**config.mk**
```make
export PLATFORM = sky130hd
export DESIGN_NAME = fpu_normalize_pack
export DESIGN_NICKNAME = d
export VERILOG_FILES = /design/src/rtl/fpu_normalize_pack.sv
export SDC_FILE = /design/constraint.sdc
export NUM_CORES = 1
export LEC_CHECK = 0
export BUFFER_PORTS_ARGS = -buffer_cell sky130_fd_sc_hd__buf_4
export CORE_MARGIN = 2
export CORE_UTILIZATION = 60
export CTS_CLUSTER_SIZE = 28
export DETAILED_ROUTE_END_ITERATION = 6
export PLACE_DENSITY = 0.88
export SYNTH_ARGS = -nofsm -noshare
export SYNTH_HDL_FRONTEND = slang
export SYNTH_SLANG_ARGS = --single-unit
```
**constraint.sdc**
```tcl
create_clock -name clock -period 7.1 [get_ports clock]
set_clock_uncertainty 0.15 [all_clocks]
set_input_delay 0 -clock clock [delete_from_list [all_inputs] [get_ports clock]]
set_output_delay 0 -clock clock [all_outputs]
set_load 0.01 [all_outputs]
```
**src/rtl/fpu_normalize_pack.sv**
```systemverilog
// FPU back-end: iterative normalize (one shift per clock), round-to-nearest-even, IEEE pack.
// Optional status flags (overflow/underflow/inexact) enabled by defining FPU_NORM_FLAGS_EN.
module fpu_normalize_pack #(
  parameter int bitness = 32,
  localparam int EXP_W  = (bitness == 16)  ? 5  :
                          (bitness == 32)  ? 8  :
                          (bitness == 64)  ? 11 :
                          (bitness == 128) ? 15 : 19,
  localparam int MANT_W = (bitness == 16)  ? 11  :
                          (bitness == 32)  ? 24  :
                          (bitness == 64)  ? 53  :
                          (bitness == 128) ? 113 : 237,
  localparam int IN_W   = MANT_W + 4
) (
  input  logic                    clock,
  input  logic                    reset,
  input  logic                    in_valid,
  output logic                    in_ready,
  input  logic                    in_sign,
  input  logic signed [EXP_W+1:0] in_exp,
  input  logic [IN_W-1:0]         in_mant,
  output logic                    out_valid,
  input  logic                    out_ready,
  output logic [bitness-1:0]      result
`ifdef FPU_NORM_FLAGS_EN
  ,
  output logic                    flag_overflow,
  output logic                    flag_underflow,
  output logic                    flag_inexact
`endif
);

  localparam int XW = EXP_W + 2;
  localparam logic signed [XW-1:0] EXP_ONE = XW'(1);
  localparam logic signed [XW-1:0] EXP_INF = XW'((1 << EXP_W) - 1);
  localparam logic signed [XW-1:0] EXP_MAX = {1'b0, {(XW-1){1'b1}}};

  typedef enum logic [2:0] {IDLE, NORM, ROUND, PACK, HOLD} state_t;

  state_t                 state, state_n;
  logic                   sign_q, sign_n;
  logic signed [XW-1:0]   exp_q, exp_n, exp_inc;
  logic [IN_W-1:0]        mant_q, mant_n, mant_shr, mant_shl;
  logic [MANT_W-1:0]      sig;
  logic [MANT_W:0]        sig_inc;
  logic                   hidden, round_up;
  logic [bitness-1:0]     result_n;
  logic                   out_valid_n;

  assign in_ready = (state == IDLE);

  // Exponent saturates at the top of its signed range instead of wrapping.
  assign exp_inc  = (exp_q == EXP_MAX) ? exp_q : exp_q + EXP_ONE;
  assign mant_shr = {1'b0, mant_q[IN_W-1:2], mant_q[1] | mant_q[0]};
  assign mant_shl = {mant_q[IN_W-2:0], 1'b0};
  assign sig      = mant_q[IN_W-2:3];
  assign sig_inc  = {1'b0, sig} + (MANT_W+1)'(1);
  assign hidden   = mant_q[IN_W-2];
  assign round_up = mant_q[2] & (mant_q[1] | mant_q[0] | sig[0]);

  always_comb begin
    state_n     = state;
    sign_n      = sign_q;
    exp_n       = exp_q;
    mant_n      = mant_q;
    result_n    = result;
    out_valid_n = out_valid;
    case (state)
      IDLE: begin
        if (in_valid) begin
          sign_n  = in_sign;
          exp_n   = in_exp;
          mant_n  = in_mant;
          state_n = NORM;
        end
      end
      NORM: begin
        if (mant_q == '0) begin
          state_n = ROUND;
        end else if (mant_q[IN_W-1] || (exp_q < EXP_ONE)) begin
          mant_n = mant_shr;
          exp_n  = exp_inc;
        end else if (!hidden && (exp_q > EXP_ONE)) begin
          mant_n = mant_shl;
          exp_n  = exp_q - EXP_ONE;
        end else begin
          state_n = ROUND;
        end
      end
      ROUND: begin
        if (round_up && sig_inc[MANT_W]) begin
          mant_n = {1'b0, 1'b1, {(MANT_W-1){1'b0}}, 3'b000};
          exp_n  = exp_inc;
        end else if (round_up) begin
          mant_n = {1'b0, sig_inc[MANT_W-1:0], 3'b000};
        end else begin
          mant_n = {1'b0, sig, 3'b000};
        end
        state_n = PACK;
      end
      PACK: begin
        if (!hidden)
          result_n = {sign_q, {EXP_W{1'b0}}, mant_q[IN_W-3:3]};
        else if (exp_q >= EXP_INF)
          result_n = {sign_q, {EXP_W{1'b1}}, {(MANT_W-1){1'b0}}};
        else
          result_n = {sign_q, exp_q[EXP_W-1:0], mant_q[IN_W-3:3]};
        out_valid_n = 1'b1;
        state_n     = HOLD;
      end
      HOLD: begin
        if (out_ready) begin
          out_valid_n = 1'b0;
          state_n     = IDLE;
        end
      end
      default: state_n = IDLE;
    endcase
  end

  always_ff @(posedge clock or negedge reset) begin
    if (!reset) begin
      state     <= IDLE;
      sign_q    <= 1'b0;
      exp_q     <= '0;
      mant_q    <= '0;
      result    <= '0;
      out_valid <= 1'b0;
    end else begin
      state     <= state_n;
      sign_q    <= sign_n;
      exp_q     <= exp_n;
      mant_q    <= mant_n;
      result    <= result_n;
      out_valid <= out_valid_n;
    end
  end

`ifdef FPU_NORM_FLAGS_EN
  logic inexact_q;

  // Inexact is sampled before rounding clears G/R/S; flags then follow result.
  always_ff @(posedge clock or negedge reset) begin
    if (!reset) begin
      inexact_q      <= 1'b0;
      flag_overflow  <= 1'b0;
      flag_underflow <= 1'b0;
      flag_inexact   <= 1'b0;
    end else begin
      if (state == ROUND)
        inexact_q <= mant_q[2] | mant_q[1] | mant_q[0];
      if (state == PACK) begin
        flag_overflow  <= hidden && (exp_q >= EXP_INF);
        flag_underflow <= !hidden && inexact_q;
        flag_inexact   <= inexact_q;
      end
    end
  end
`endif

endmodule
```
==> insert_results.sql <==
INSERT INTO impl_metrics (metric_group, metric, value, unit) VALUES
('status', 'outcome', 'complete, no violations', ''),
('layout', 'nNetsFinal', '677', ''),
('critical_path', 'critical_path_peak_fanout', '34', ''),
('critical_path', 'worstSetupPathType', 'reg -> reg', ''),
('timing', 'rsz_0062_raised_after_global_routing', 'no', ''),
('grt', 'grt_remaining_overflow', '0', ''),
('critical_path', 'cpLargestDelayFamily', 'simple AND/OR/NAND/NOR gates', ''),
('synth', 'ys_warn_count', '0', ''),
('layout', 'multi_input_gate_area_in_the_final_layout', '2570', 'µm²'),
('layout', 'layout_commonest_cell', 'buf_4', ''),
('timing', 'timing.final.crit_share', '0.433', ''),
('critical_path', 'slowest_delay', '570', 'ps'),
('synth', 'synth.top_cells.by_area', 'dfrtp_1 39%, nand2_1 4.6%, a22o_1 4.6%', ''),
('critical_path', 'cp-start-kind', 'register', ''),
('timing', 'final-hold-violation-count', '0', ''),
('timing', 'max-slew-margin-rel', '0.160', ''),
('timing', 'finalSetupViolCount', '0', ''),
('timing', 'fin_crit', '3080', 'ps'),
('critical_path', 'worstPathArrival', '3160', 'ps'),
('placement', 'placement.cell_area', '5220', 'µm²'),
('critical_path', 'r2r-end', 'exp_q[2]$_DFFE_PN0P_', ''),
('routing', 'route.antenna.remaining_nets', '0', ''),
('placement', 'detailedPlace.worstSlack', '4160', 'ps'),
('grt', 'grt_antenna_before_repair', '0', ''),
('synth', 'synth_cells', '557', ''),
('die', 'core-area', '7730', 'µm²'),
('timing', 'timing.final.max_slew_violations', '0', ''),
('synth', 'cell_area_after_technology_mapping', '4800', 'µm²'),
('grt', 'grt_util_met1', '0.472', ''),
('placement', 'gp_congestion', '0.964', ''),
('grt', 'grt_start_max_net_pins', '76', ''),
('layout', 'area.sequential', '1880', 'µm²'),
('synth', 'synth_enable_flop_cells', '0', ''),
('critical_path', 'timing.critical_path.buf_inv', '0', ''),
('cts', 'library_cell_used_as_clock_root_buffer', 'clkbuf_8', ''),
('cts', 'tritoncts.num_buffers', '9', ''),
('die', 'floorplan.die.width', '93.4', 'µm'),
('layout', 'antenna_cells', '0', ''),
('grt', 'via_count_of_the_first_global_routing_pass', '4568', ''),
('synth', 'synth_top_area_share', '0.391', ''),
('synth', 'postSynth.asyncResetShare', '1.00', ''),
('routing', 'routed-via-count', '4975', ''),
('cts', 'tritoncts', 'yes', ''),
('routing', 'drt_drc_violations_left', '0', ''),
('power_and_ir_drop', 'p_leak', '0.00246', 'µW'),
('grt', 'grt_util_all_layers', '0.326', ''),
('cts', 'post-cts-setup-buffers', '0', ''),
('routing', 'drt_pre_antenna_iters', '6', ''),
('placement', 'dp.final_hpwl', '8880', 'µm'),
('power_and_ir_drop', 'power.ir.vdd_worst', '296', 'µV'),
('routing', 'initialDrtViolationCount', '488', ''),
('synth', 'synth.lib_cells_used.distinct', '69', ''),
('timing', 'postLayoutSetupSlackWorst', '4020', 'ps'),
('synth', 'yosys.area.top_type', 'dfrtp_1', ''),
('layout', 'layout_common_cells', '80 x buf_4, 75 x dfrtp_1, 59 x nand2_1', ''),
('die', 'die_outline_height', '93.4', 'µm'),
('timing', 'hold_slack', '162', 'ps'),
('placement', 'buffer_ports.inserted', '76', ''),
('die', 'io-pin-count', '77', ''),
('die', 'initial_core_util', '0.621', ''),
('timing', 'tightestPinTransition', '1260', 'ps'),
('synth', 'ys.flop_type', 'dfrtp_1', ''),
('synth', 'synth_area_per_cell', '8.61', 'µm²'),
('cts', 'clkSlewWorstSetupHoldPaths', '90', 'ps'),
('cts', 'worst_skew_pair.late_latency', '360', 'ps'),
('grt', 'top_usage_layer', 'met2', ''),
('critical_path', 'timing.critical_path.slowest_stage_cell', 'dfrtp_1', ''),
('cts', 'cts.sink_count', '75', ''),
('routing', 'drt_wl_total', '13900', 'µm'),
('layout', 'nFillCells', '538', ''),
('critical_path', 'r2r_setup_slack', '4020', 'ps');
per-layer routing:
metal	up-vias	part of all wire
li1	2239	-
met4	0	0.022
met5	-	0
met2	320	0.47
met3	45	0.090
met1	2371	0.42
Yosys cell counts, types with 9 or more instances:
cell	count
a21oi_1	32
a221oi_1	11
a22o_1	25
buf_2	16
clkbuf_1	34
dfrtp_1	75
inv_1	11
nand2_1	59
nand3_1	14
nand4_1	9
nor2_1	55
o21ai_0	42
o31ai_1	17
worst max-delay path by stage:
stage                     slack (ps)                endpoint                   start  depth (start not counted)
final                           4020    exp_q[2]$_DFFE_PN0P_  mant_q[10]$_DFFE_PN0P_                          6
after global routing            3880    exp_q[2]$_DFFE_PN0P_  mant_q[10]$_DFFE_PN0P_                          6
after CTS                       4110    exp_q[2]$_DFFE_PN0P_  mant_q[10]$_DFFE_PN0P_                          6
after detailed placement        4160    exp_q[2]$_DFFE_PN0P_  mant_q[10]$_DFFE_PN0P_                          6
after global placement          4210  mant_q[16]$_DFFE_PN0P_    exp_q[0]$_DFFE_PN0P_                          8
after floorplan                 4560    exp_q[2]$_DFFE_PN0P_    exp_q[0]$_DFFE_PN0P_                          9
cell type report:
type,count,share of cell area
repair buffers,122,0.175
multi-input cells,411,0.441
flip-flops and latches,75,0.321
clock buffers,10,0.0218
inverters,11,0.00707
well taps,102,0.0218
clock inverters,6,0.0124
sequential cells by signal (all words and copies together), names as in the netlist:
| name | count |
|---|---|
| state | 3 |
| result | 32 |
| exp_q | 10 |
| mant_q | 28 |
| sign_q | 1 |
| out_valid | 1 |
kinds of logic (layout without fill, tap and decap cells):
logic type	count (synthesis)	count (layout)	synth area share
multiplexers	3	3	0.00652
adder cells (fa/ha/maj)	4	4	0.0104
AND/OR/NAND/NOR	196	196	0.204
AO/OA/AOI/OAI	204	204	0.308
buffers and inverters	71	149	0.0723
XOR/XNOR	4	4	0.00730
flip-flops	75	75	0.391
stage by stage:
stage | std cells | power (µW) | util
floorplan | 557 | 2150 | -
global placement | 679 | 2470 | 0.676
detailed placement | 679 | 2510 | 0.676
CTS | 737 | 2880 | 0.756
global route | 737 | 3140 | 0.756
finish | 737 | 2930 | 0.756
worst register-to-register path, delay by kind of cell (launching register included):
kind | cells | cell delay (ps)
AOI/OAI and AO/OA | 2 | 630
DFF | 1 | 570
and+or+nand+nor | 4 | 1610
repair_timing:
item	4_1_cts	5_1_grt
endpoints found under the setup margin	0	0
hold buffers	42	0
resized for setup	0	0
hold endpoints to repair	116	0
where the power goes:
part	switching (µW)	internal, µW	total (µW)	leakage [µW]
Sequential	334	634	968	0.000942
Clock	175	166	341	0.0000975
Combinational	915	707	1620	0.00142
No activity file was read; power rests on OpenSTA's default activity.
